===== config.mk =====
export PLATFORM = sky130hd
export DESIGN_NAME = link_speed_detect
export DESIGN_NICKNAME = d
export VERILOG_FILES = /design/src/rtl/link_speed_detect.sv
export SDC_FILE = /design/constraint.sdc
export NUM_CORES = 1
export LEC_CHECK = 0
export CAP_MARGIN = 20
export CORE_AREA = 3 3 62 75
export CTS_CLUSTER_DIAMETER = 200
export DETAILED_ROUTE_END_ITERATION = 16
export DIE_AREA = 0 0 65 78
export GPL_ROUTABILITY_DRIVEN = 0
export MAX_ROUTING_LAYER = met4
export PLACE_DENSITY = 0.65
export SYNTH_ARGS = -nofsm -noshare
export SYNTH_HDL_FRONTEND = slang
export SYNTH_SLANG_ARGS = --single-unit

===== constraint.sdc =====
create_clock -name clk -period 4.3 [get_ports clk]
set_input_delay 0.86 -clock clk [delete_from_list [all_inputs] [get_ports clk]]
set_output_delay 0.86 -clock clk [all_outputs]
set_load 0.01 [all_outputs]

===== src/rtl/link_speed_detect.sv =====
// Link-speed classifier for the RGMII MAC: times the divided rx clock against the
// 125 MHz reference, classifies 10M/100M/1G with hysteresis and tracks link presence.
module link_speed_detect #(
  parameter int CNT_WIDTH      = 12,
  parameter int MEAS_EDGES     = 2,
  parameter int THRESH_1G      = 16,
  parameter int THRESH_100M    = 128,
  parameter int TIMEOUT_CYCLES = 4000,
  parameter int STABLE_CNT     = 2
) (
  input  logic                 clk,
  input  logic                 reset_n,
  input  logic                 enable,
  input  logic                 rxc_div,
  output logic [1:0]           link_speed,
  output logic                 mii_sel,
  output logic                 link_up,
  output logic                 speed_change,
  output logic [CNT_WIDTH-1:0] period_cnt,
  output logic                 meas_valid
);

  localparam int STAB_W = (STABLE_CNT < 2) ? 1 : $clog2(STABLE_CNT + 1);
  localparam int EDGE_W = (MEAS_EDGES < 2) ? 1 : $clog2(MEAS_EDGES + 1);

  typedef enum logic [0:0] {
    SYNC    = 1'b0,
    MEASURE = 1'b1
  } state_t;

  state_t               state_r;
  logic                 rxc_q_r;
  logic [CNT_WIDTH-1:0] ref_cnt_r;
  logic [EDGE_W-1:0]    edge_cnt_r;
  logic [1:0]           cand_r;
  logic [STAB_W-1:0]    stab_r;

  logic                 edge_s;
  logic                 close_s;
  logic                 timeout_s;
  logic [1:0]           cls_s;
  logic [STAB_W-1:0]    stab_next_s;
  logic                 commit_s;

  function automatic logic [1:0] classify(input logic [CNT_WIDTH-1:0] p);
    if (p < CNT_WIDTH'(THRESH_1G)) begin
      classify = 2'b10;
    end else if (p < CNT_WIDTH'(THRESH_100M)) begin
      classify = 2'b01;
    end else begin
      classify = 2'b00;
    end
  endfunction

  // Edge, closing-edge and timeout detection plus next hysteresis count
  always_comb begin
    edge_s    = rxc_div ^ rxc_q_r;
    close_s   = (state_r == MEASURE) && edge_s &&
                (edge_cnt_r == EDGE_W'(MEAS_EDGES - 1));
    // A closing edge arriving on the timeout cycle still counts as a measurement
    timeout_s = (state_r == MEASURE) && !close_s &&
                (ref_cnt_r == CNT_WIDTH'(TIMEOUT_CYCLES));
    cls_s     = classify(ref_cnt_r);
    if (cls_s == cand_r) begin
      if (stab_r == STAB_W'(STABLE_CNT)) begin
        stab_next_s = stab_r;
      end else begin
        stab_next_s = stab_r + STAB_W'(1'b1);
      end
    end else begin
      stab_next_s = STAB_W'(1'b1);
    end
    commit_s = (stab_next_s == STAB_W'(STABLE_CNT));
  end

  // Measurement FSM, hysteresis and registered outputs
  always_ff @(posedge clk or negedge reset_n) begin
    if (!reset_n) begin
      state_r      <= SYNC;
      rxc_q_r      <= 1'b0;
      ref_cnt_r    <= '0;
      edge_cnt_r   <= '0;
      cand_r       <= 2'b00;
      stab_r       <= '0;
      link_speed   <= 2'b10;
      link_up      <= 1'b0;
      speed_change <= 1'b0;
      period_cnt   <= '0;
      meas_valid   <= 1'b0;
    end else begin
      rxc_q_r      <= rxc_div;
      meas_valid   <= 1'b0;
      speed_change <= 1'b0;
      if (!enable) begin
        state_r    <= SYNC;
        ref_cnt_r  <= '0;
        edge_cnt_r <= '0;
        cand_r     <= 2'b00;
        stab_r     <= '0;
      end else begin
        case (state_r)
          SYNC: begin
            edge_cnt_r <= '0;
            if (edge_s) begin
              // ref_cnt is 0 in the opening cycle, so it reads 1 one cycle later
              state_r   <= MEASURE;
              ref_cnt_r <= CNT_WIDTH'(1'b1);
            end else begin
              ref_cnt_r <= '0;
            end
          end
          MEASURE: begin
            if (close_s) begin
              ref_cnt_r  <= CNT_WIDTH'(1'b1);
              edge_cnt_r <= '0;
              period_cnt <= ref_cnt_r;
              meas_valid <= 1'b1;
              cand_r     <= cls_s;
              stab_r     <= stab_next_s;
              if (commit_s) begin
                link_up      <= 1'b1;
                link_speed   <= cls_s;
                speed_change <= (cls_s != link_speed);
              end
            end else if (timeout_s) begin
              state_r    <= SYNC;
              ref_cnt_r  <= '0;
              edge_cnt_r <= '0;
              link_up    <= 1'b0;
              cand_r     <= 2'b00;
              stab_r     <= '0;
            end else begin
              ref_cnt_r <= ref_cnt_r + CNT_WIDTH'(1'b1);
              if (edge_s) begin
                edge_cnt_r <= edge_cnt_r + EDGE_W'(1'b1);
              end
            end
          end
          default: begin
            state_r    <= SYNC;
            ref_cnt_r  <= '0;
            edge_cnt_r <= '0;
          end
        endcase
      end
    end
  end

  assign mii_sel = (link_speed != 2'b10);

endmodule


Word-level counts from Yosys, hierarchy flattened

Cells that the tools add are included.

Bits in read-only memories: 0
Word-level logic and storage cells: 75
Register bits: 37
Memories: 0
Memory bits (writable): 0
Input bits: 4
Bits in latches: 0

$lt $le $gt $ge: 2
$add $sub $neg: 3
$mul: 0
Muxes and demuxes: 36
Shift operators: 0
Divide/modulo/power cells: 0
Reduce and logical (&&, ||, !) cells: 10
Bitwise logic cells: 2
Equal/unequal tests: 11

Operator list:

| kind                    | number |
|---|---|
| $mux W12                | 3 |
| $mux W2                 | 14 |
| $pmux W12 S2            | 1 |
| $mux W1                 | 16 |
| $add A12 B1 Y12 const B | 1 |
| $eq A12 B12 Y1 const B  | 1 |
| $lt A12 B5 Y1 const B   | 1 |
| $lt A12 B8 Y1 const B   | 1 |
| $reduce_and A4 Y1       | 2 |
| $ne A5 B2 Y1 const B    | 1 |
| $add A2 B1 Y2 const B   | 2 |
| $eq A2 B2 Y1 const B    | 2 |
| $logic_and A1 B1 Y1     | 4 |
| $ne A2 B1 Y1 const B    | 2 |
| $pmux W2 S2             | 1 |
| $ne A3 B1 Y1 const B    | 1 |
| $reduce_and A3 Y1       | 1 |
| $eq A2 B1 Y1 const B    | 1 |
| $eq A2 B2 Y1            | 1 |
| $ne A2 B2 Y1            | 1 |
| $ne A2 B2 Y1 const B    | 1 |
| $pmux W1 S2             | 1 |
| $reduce_and A2 Y1       | 1 |
| $reduce_bool A2 Y1      | 1 |
| other kinds (3)         | 3 |

Logic depth before layout (Yosys ltp)

Gate-level depths: netlist (run 1).

Depth after elaboration: 10
Mapped depth: 8
Mapped depth without buffers: 6

Least setup slack after synthesis (run 1)

No wires, ideal clock.

Kind: reg-to-reg
Start point: register ref_cnt_r[8]
End point: register link_speed[0]
Path slack: 2.228 ns
Library setup time: 0.121 ns
Path buffers: 1
Cell stages (with the launch flop): 6
Clock period less this slack: 2.072 ns
Arrival time: 1.951 ns
Path through: dfrtp_1 > or4_1 > buf_2 > or3_1 > a211o_1 > a22o_1

Word-level cells in the longest chain between the ends: 7

Ends and longest elaborated chain:

| item                        | RTL line | RTL |
|---|---|---|
| from (decl)                 | 33       | `logic [CNT_WIDTH-1:0] ref_cnt_r;` |
| from (signal assigned)      | 107      | `ref_cnt_r <= CNT_WIDTH'(1'b1);` |
| from (signal assigned)      | 114      | `ref_cnt_r <= CNT_WIDTH'(1'b1);` |
| from (signal assigned)      | 133      | `ref_cnt_r <= ref_cnt_r + CNT_WIDTH'(1'b1);` |
| $lt A12 B8 Y1               | 48       | `end else if (p < CNT_WIDTH'(THRESH_100M)) begin` |
| $mux W1                     | 48       |  |
| $mux W2 (*)                 | 46       | `if (p < CNT_WIDTH'(THRESH_1G)) begin` |
| $eq A2 B2 Y1                | 64       | `if (cls_s == cand_r) begin` |
| $mux W2                     | 64       |  |
| $eq A2 B2 Y1                | 73       | `commit_s = (stab_next_s == STAB_W'(STABLE_CNT));` |
| $reduce_and A4 Y1 (no line) | -        |  |
| to (signal assigned)        | 122      | `link_speed <= cls_s;` |
| to (decl)                   | 15       | `output logic [1:0] link_speed,` |

Mark *: on every way between the ends. The rest lies on a longest branch, timed or not.
A chain may end at the register's enable or synchronous reset.

Worst setup path in the final report (run 1)

Start point: input rxc_div
End point: register link_speed[0]

Word-level cells in the longest chain between the ends: 4

Ends and longest elaborated chain:

| item                              | RTL line | RTL |
|---|---|---|
| from (decl)                       | 14       | `input logic rxc_div,` |
| $xor A1 B1 Y1                     | 57       | `edge_s = rxc_div ^ rxc_q_r;` |
| $logic_and A1 B1 Y1 (2 in series) | 58       | `close_s = (state_r == MEASURE) && edge_s &&` |
| $reduce_and A4 Y1 (no line)       | -        |  |

No other way between the ends.

==> results of run 1 <==
## flip-flops by register name, summed over array words and instances (netlist names)
register      count
cand_r            2
edge_cnt_r        2
link_speed        2
link_up           1
meas_valid        1
period_cnt       12
ref_cnt_r        12
rxc_q_r           1
speed_change      1
stab_r            2
state_r           1
## layout by cell type, fill, tap and decap left out, types with 2 or more instances in the layout
cell	count
a21boi_0	2
a2bb2o_1	2
buf_4	2
clkbuf_8	6
clkdlybuf4s50_1	21
dfrtp_1	36
ha_1	4
inv_1	13
mux2_2	8
nand2_1	14
nand2b_1	2
nand3_1	6
nand4_1	3
nor2_1	17
nor3_1	5
nor3b_1	2
nor4_1	4
o21ai_0	7
or3_1	4
or4_1	3
xnor2_1	8
xor2_1	3
## final timing paths
path / start / to / slack [ps]
max: rxc_div / link_speed[0]$_DFFE_PN0P_ / 1750
min in group asynchronous: reset_n / edge_cnt_r[0]$_DFFE_PN0P_ / 980
max in group asynchronous: reset_n / link_speed[1]$_DFFE_PN1P_ / 2950
min reg2reg: period_cnt[0]$_DFFE_PN0P_ / period_cnt[0]$_DFFE_PN0P_ / 480
max reg2reg: ref_cnt_r[6]$_DFF_PN0_ / cand_r[1]$_DFFE_PN0P_ / 2040
min: period_cnt[0]$_DFFE_PN0P_ / period_cnt[0]$_DFFE_PN0P_ / 480
## worst register-to-register path, stage by stage, from the launching register on
cell and delay (ps):
dfrtp_1 440, or4b_1 550, or4_1 550, a31o_1 310
a2bb2o_1 280
## final cells by class
class	count	area [um2]	area share (%)
repair buffers	23	225	10.6
well taps	54	67.6	3.19
clock buffers	7	86.3	4.08
multi-input cells	113	763	36.0
inverters	13	48.8	2.30
flip-flops and latches	37	927	43.8
## Yosys cell counts (all sizes together), types with 4 or more instances
cell type and instances:
nand3 6, inv 13, nand2 14, nor2 17, ha 4, o21ai 7
nor4 4, dfrtp 36, xnor2 8, nor3 5, or3 4, mux2 8
or4 4
## metrics by stage
stage / cells / instance area, um2 / hold WS (ps) / utilization (%)
after floorplan: 169 / 1770 / 456 / -
after global placement: 240 / 2030 / 467 / 51.1
after detailed placement: 240 / 2030 / 470 / 51.1
after CTS: 247 / 2120 / 486 / 53.3
after global routing: 247 / 2120 / 511 / 53.3
final: 247 / 2120 / 483 / 53.3
## where the power goes
part | internal [W] | switching, W | total (W)
sequential | 0.000353 | 0.00000531 | 0.000359
combinational | 0.0000135 | 0.0000230 | 0.0000365
clock | 0.000127 | 0.000112 | 0.000239
## routing by layer
layer	part of all wire (%)	vias to the layer above	routed length, um	GRT usage (%)
met3	3.3	7	112	3.04
met2	50	26	1720	25.1
met1	45	634	1530	17.6
li1	-	638	-	-
met5	0	-	0	-
met4	1.8	0	63	8.67
## logic make-up (layout without fill, tap and decap cells)
kind of cell | count (synthesis) | in the layout | synth area share [%]
and+or+nand+nor | 65 | 65 | 18.9
DFF | 37 | 37 | 52.5
AOI/OAI and AO/OA | 24 | 24 | 10.4
buffers and inverters | 19 | 43 | 4.25
xor gates and xnor gates | 11 | 11 | 5.46
muxes | 9 | 9 | 5.67
adders and majority gates | 4 | 4 | 2.83
==> out/metrics.cfg, run 1 <==
[floorplan]
coreArea_um2=3970
start_util_pct=44.4
fp.dieW_um=65
die_area_um2=5070
io_pins=22
num_rows=25
die_y_um=78

[worst_setup_path]
cp_max_fo=7
arrival_ps=2710
path_cells=clkdlybuf4s50_1 > xor2_1 > nand4b_1 > a211o_1 > a22o_1
worst-path-stages=5
startpoint_type=primary input
end_kind=flop
critPathBufInv=1
cp_top_family=compound AO/OA/AOI/OAI gates
reg2regPathDepth=4
crit_slowest_cell=clkdlybuf4s50_1
worst_ep_required_time_ps=4460
path_class=in2reg
cp_slowest_stage_delay_ps=490

[power_and_ir_drop]
ir_drop_mv=0.153
p_leak_nw=0.919
total_power_w=0.000634
p_per_area_nw_per_um2=299

[logic_synthesis]
synthFlopType=dfrtp_1
syn-num-nets=177
synth_edf_count=0
synth.cell_area_um2=1770
synth_cells=169
synth_area_leaders=dfrtp_1 (51%), mux2_2 (5.1%), xnor2_1 (4.0%), nor2_1 (3.6%), nand2_1 (3.0%)
avgSynthCellArea_um2=10.4
yosys_warnings=0
yosys.area.top_type_share_pct=51.0
seq_area_frac_synth_pct=52.5
yosys_register_bits=37
synth_area_leader_cell=dfrtp_1
ys_types=41
async_reset_ff_share_pct=100

[clock_network]
clock-root-buffer=clkbuf_8
clkTransAtPathRegs_ps=60
ctsResizeCount=0
clockBufferDepth=2
clk_latency_ps=290
cts_hold_buffers=0
h-tree-depth=2
cts_setup_buffers=0
cts_sinks=37
numCtsBuffers=5
cts_tree=built

[flow_run]
cap_violations=0

[timing]
worst_slack_ps=1750
worst_pin_slew_ps=572
setup_viol=0
totalNegativeSetupSlack_ps=0
post-route-period-util_pct=59.3
rsz0062_at_grt=no
maxSlewHeadroom_pct=61.7
skew_ps=13.0
min_period_ps=2550
hold_viol=0
fmax_mhz=392
slew_violations=0

[routing]
first_iter_violations=33
wl_per_cell_um=13.9
num_vias=1305
post_drt_via_cell_ratio=5.28
firstDrtPassIters=4
route.detailed.drc=0
detail-route-antenna-nets=0
drt-total-wl_um=3430

[placed_design]
io_buffers=21
hpwl_um=2480
dp_slack_ps=1490

[hold_path]
hold_path.class=reg2reg
holdPathStages=2

[grt]
grt_pass1_wl_um=5890
grtUsageTotal_pct=15.4
grt_pass1_vias=1305
grt_max_degree=38
antenna_found_initial=0
grt.overflow.total=0

[status]
status=completed

[cells_and_area]
nFillCells=365
nNetsFinal=201
area_growth_pct=20.0
num_antenna_cells=0
drive_gt1_share_pct=9.84

(Power assumes the default switching activity.)
==> run 2, diff against run 1 <==
Clock period 4.3 ns to 2.6 ns, I/O delays scaled along.
==> run 2 against run 1 <==
Compared with the run above: critical path depth decreased by 1; clock power increased by 48%; first-iteration DRC count rose to 3.2 times the previous value; combinational power is 64% higher; sequential cell count unchanged; sequential share of layout area fell by 0.052 points; sequential power grew 65%; largest power group unchanged; highest routed layer unchanged.
==> out/metrics.cfg, run 2 (same netlist as run 1, synthesis figures left out) <==
[status]
status=completed  ; unchanged

[grt]
grt_pass1_vias=1258  ; was 1,305
grt_max_degree=38  ; unchanged
grt.overflow.total=0  ; unchanged
grt_pass1_wl_um=5970  ; was 5890 um
antenna_found_initial=0  ; unchanged
grtUsageTotal_pct=15.4  ; about the same

[timing]
min_period_ps=2230
post-route-period-util_pct=85.9
fmax_mhz=448
skew_ps=6.00  ; was 13.0 ps
setup_viol=0  ; unchanged
worst_pin_slew_ps=496  ; was 572 ps
rsz0062_at_grt=no  ; unchanged
totalNegativeSetupSlack_ps=0  ; unchanged
hold_viol=0  ; unchanged
maxSlewHeadroom_pct=66.8  ; was 61.7%
slew_violations=0  ; unchanged

[floorplan]
fp.dieW_um=65  ; unchanged
io_pins=22  ; unchanged
coreArea_um2=3970  ; unchanged
die_y_um=78  ; unchanged
start_util_pct=44.4  ; unchanged
num_rows=25  ; unchanged
die_area_um2=5070  ; unchanged

[worst_setup_path]
startpoint_type=flop  ; was primary input
cp_slowest_stage_delay_ps=680  ; was 490 ps
end_kind=flop  ; unchanged
crit_slowest_cell=or4_1  ; was clkdlybuf4s50_1
arrival_ps=2420  ; was 2710 ps
path_cells=or4_1 > or3_1 > a2111oi_0 > o21ai_0  ; was clkdlybuf4s50_1 > xor2_1 > nand4b_1 > a211o_1 > a22o_1
cp_top_family=simple AND/OR/NAND/NOR gates  ; was compound AO/OA/AOI/OAI gates
worst_ep_required_time_ps=2790  ; was 4460 ps
reg2reg_slack_ps=370  ; was 2040 ps
path_class=reg2reg  ; was in2reg
cp_max_fo=8  ; was 7
critPathBufInv=0  ; was 1

[power_and_ir_drop]
p_comb_share_pct=5.9  ; was 5.8%
p_int_w=0.000783  ; was 0.000494 W
p_per_area_nw_per_um2=475  ; was 299 nW/um2
swShare_pct=22.2  ; was 22.1%
ir_drop_mv=0.335  ; was 0.153 mV
p_leak_nw=0.924  ; was 0.919 nW
netSwitchingPower_w=0.000224  ; was 0.000140 W
total_power_w=0.00101  ; was 0.000634 W
p_seq_share_pct=58.9  ; was 56.6%
clkPwrFrac_pct=35.1  ; was 37.7%

[placed_design]
dpl-instance-area_um2=2050  ; was 2030 um2
dp.cells=242  ; was 240
hpwl_um=2420  ; was 2480 um
io_buffers=21  ; unchanged

[routing]
detail-route-antenna-nets=0  ; unchanged
route.detailed.drc=0  ; unchanged
firstDrtPassIters=4  ; unchanged
wl_per_cell_um=13.4  ; was 13.9 um
num_vias=1314  ; was 1,305
post_drt_via_cell_ratio=5.30  ; was 5.28
drt-total-wl_um=3330  ; was 3430 um
first_iter_violations=105  ; was 33

[hold_path]
hold_path.class=reg2reg  ; unchanged

[clock_network]
clkTransAtPathRegs_ps=70  ; was 60 ps
numCtsBuffers=5  ; unchanged
cts_tree=built  ; unchanged
clk_latency_ps=280  ; was 290 ps
cts_hold_buffers=0  ; unchanged
clockBufferDepth=2  ; unchanged
h-tree-depth=2  ; unchanged
ctsResizeCount=0  ; unchanged
clock-root-buffer=clkbuf_8  ; unchanged
cts_sinks=37  ; unchanged
cts_setup_buffers=0  ; unchanged

[cells_and_area]
num_antenna_cells=0  ; unchanged
area_growth_pct=20.1  ; was 20.0%
postLayoutCellArea_um2=2120  ; about the same
drive_gt1_share_pct=10.8  ; was 9.84%
layout_common_cells=dfrtp_1 (36), clkdlybuf4s50_1 (21), nor2_1 (17)  ; unchanged
nFillCells=380  ; was 365
reg.largest.list=period_cnt x12, ref_cnt_r x12  ; unchanged
nNetsFinal=203  ; was 201
fin_cells=248  ; was 247
layout_commonest_cell=dfrtp_1  ; unchanged
fin_util_pct=53.4  ; was 53.3%

[flow_run]
cap_violations=0  ; unchanged

-- run 2: changes by cell type in the layout (fill, tap and decap cells not counted) --
| cell | delta |
|---|---|
| buf_4 | +2 |
| clkbuf_1 | -1 |
| clkbuf_8 | -1 |
| clkinv_2 | +1 |
-- run 2: cell type report --
cell class | instances | area, um2 | area share, %
repair buffers | 25 | 240 | 11.3
clock buffers | 5 | 68.8 | 3.24
inverters | 13 | 48.8 | 2.30
multi-input cells | 113 | 763 | 36.0
well taps | 54 | 67.6 | 3.19
clock inverters | 1 | 5.00 | 0.236
flip-flops and latches | 37 | 927 | 43.7
-- run 2: worst paths after layout --
kind	start	endpoint	depth (start not counted)
min reg2reg	period_cnt[1]$_DFFE_PN0P_	period_cnt[1]$_DFFE_PN0P_	2
min in group asynchronous	reset_n	edge_cnt_r[0]$_DFFE_PN0P_	2
min	period_cnt[1]$_DFFE_PN0P_	period_cnt[1]$_DFFE_PN0P_	2
max in group asynchronous	reset_n	link_speed[1]$_DFFE_PN1P_	2
max reg2reg	ref_cnt_r[8]$_DFF_PN0_	link_speed[1]$_DFFE_PN1P_	4
max	ref_cnt_r[8]$_DFF_PN0_	link_speed[1]$_DFFE_PN1P_	4
-- run 2: through the flow --
step	hold WS [ps]	worst slack [ps]
final	484	366
after global routing	525	201
after detailed placement	471	197
after floorplan	224	528
after global placement	468	241
after CTS	486	368
-- run 2: power by group through the flow --
stage	Combinational [W]	Sequential (W)	Clock [W]
CTS	0.0000612	0.000593	0.000368
detailed placement	0.0000607	0.000604	0
finish	0.0000598	0.000593	0.000354
global placement	0.0000598	0.000603	0
global route	0.0000690	0.000594	0.000397
floorplan	0.0000312	0.000603	0
-- run 2: worst reg2reg max path: stages (launching register included) --
cell and delay [ps]:
dfrtp_1 440, or4_1 680, or3_1 470, a2111oi_0 430, o21ai_0 130
-- run 2: layer usage --
metal	GRT usage (%)	wire length (um)
met1	19.0	1460
met2	24.7	1710
met3	3.62	114
met4	5.50	43
met5	-	0
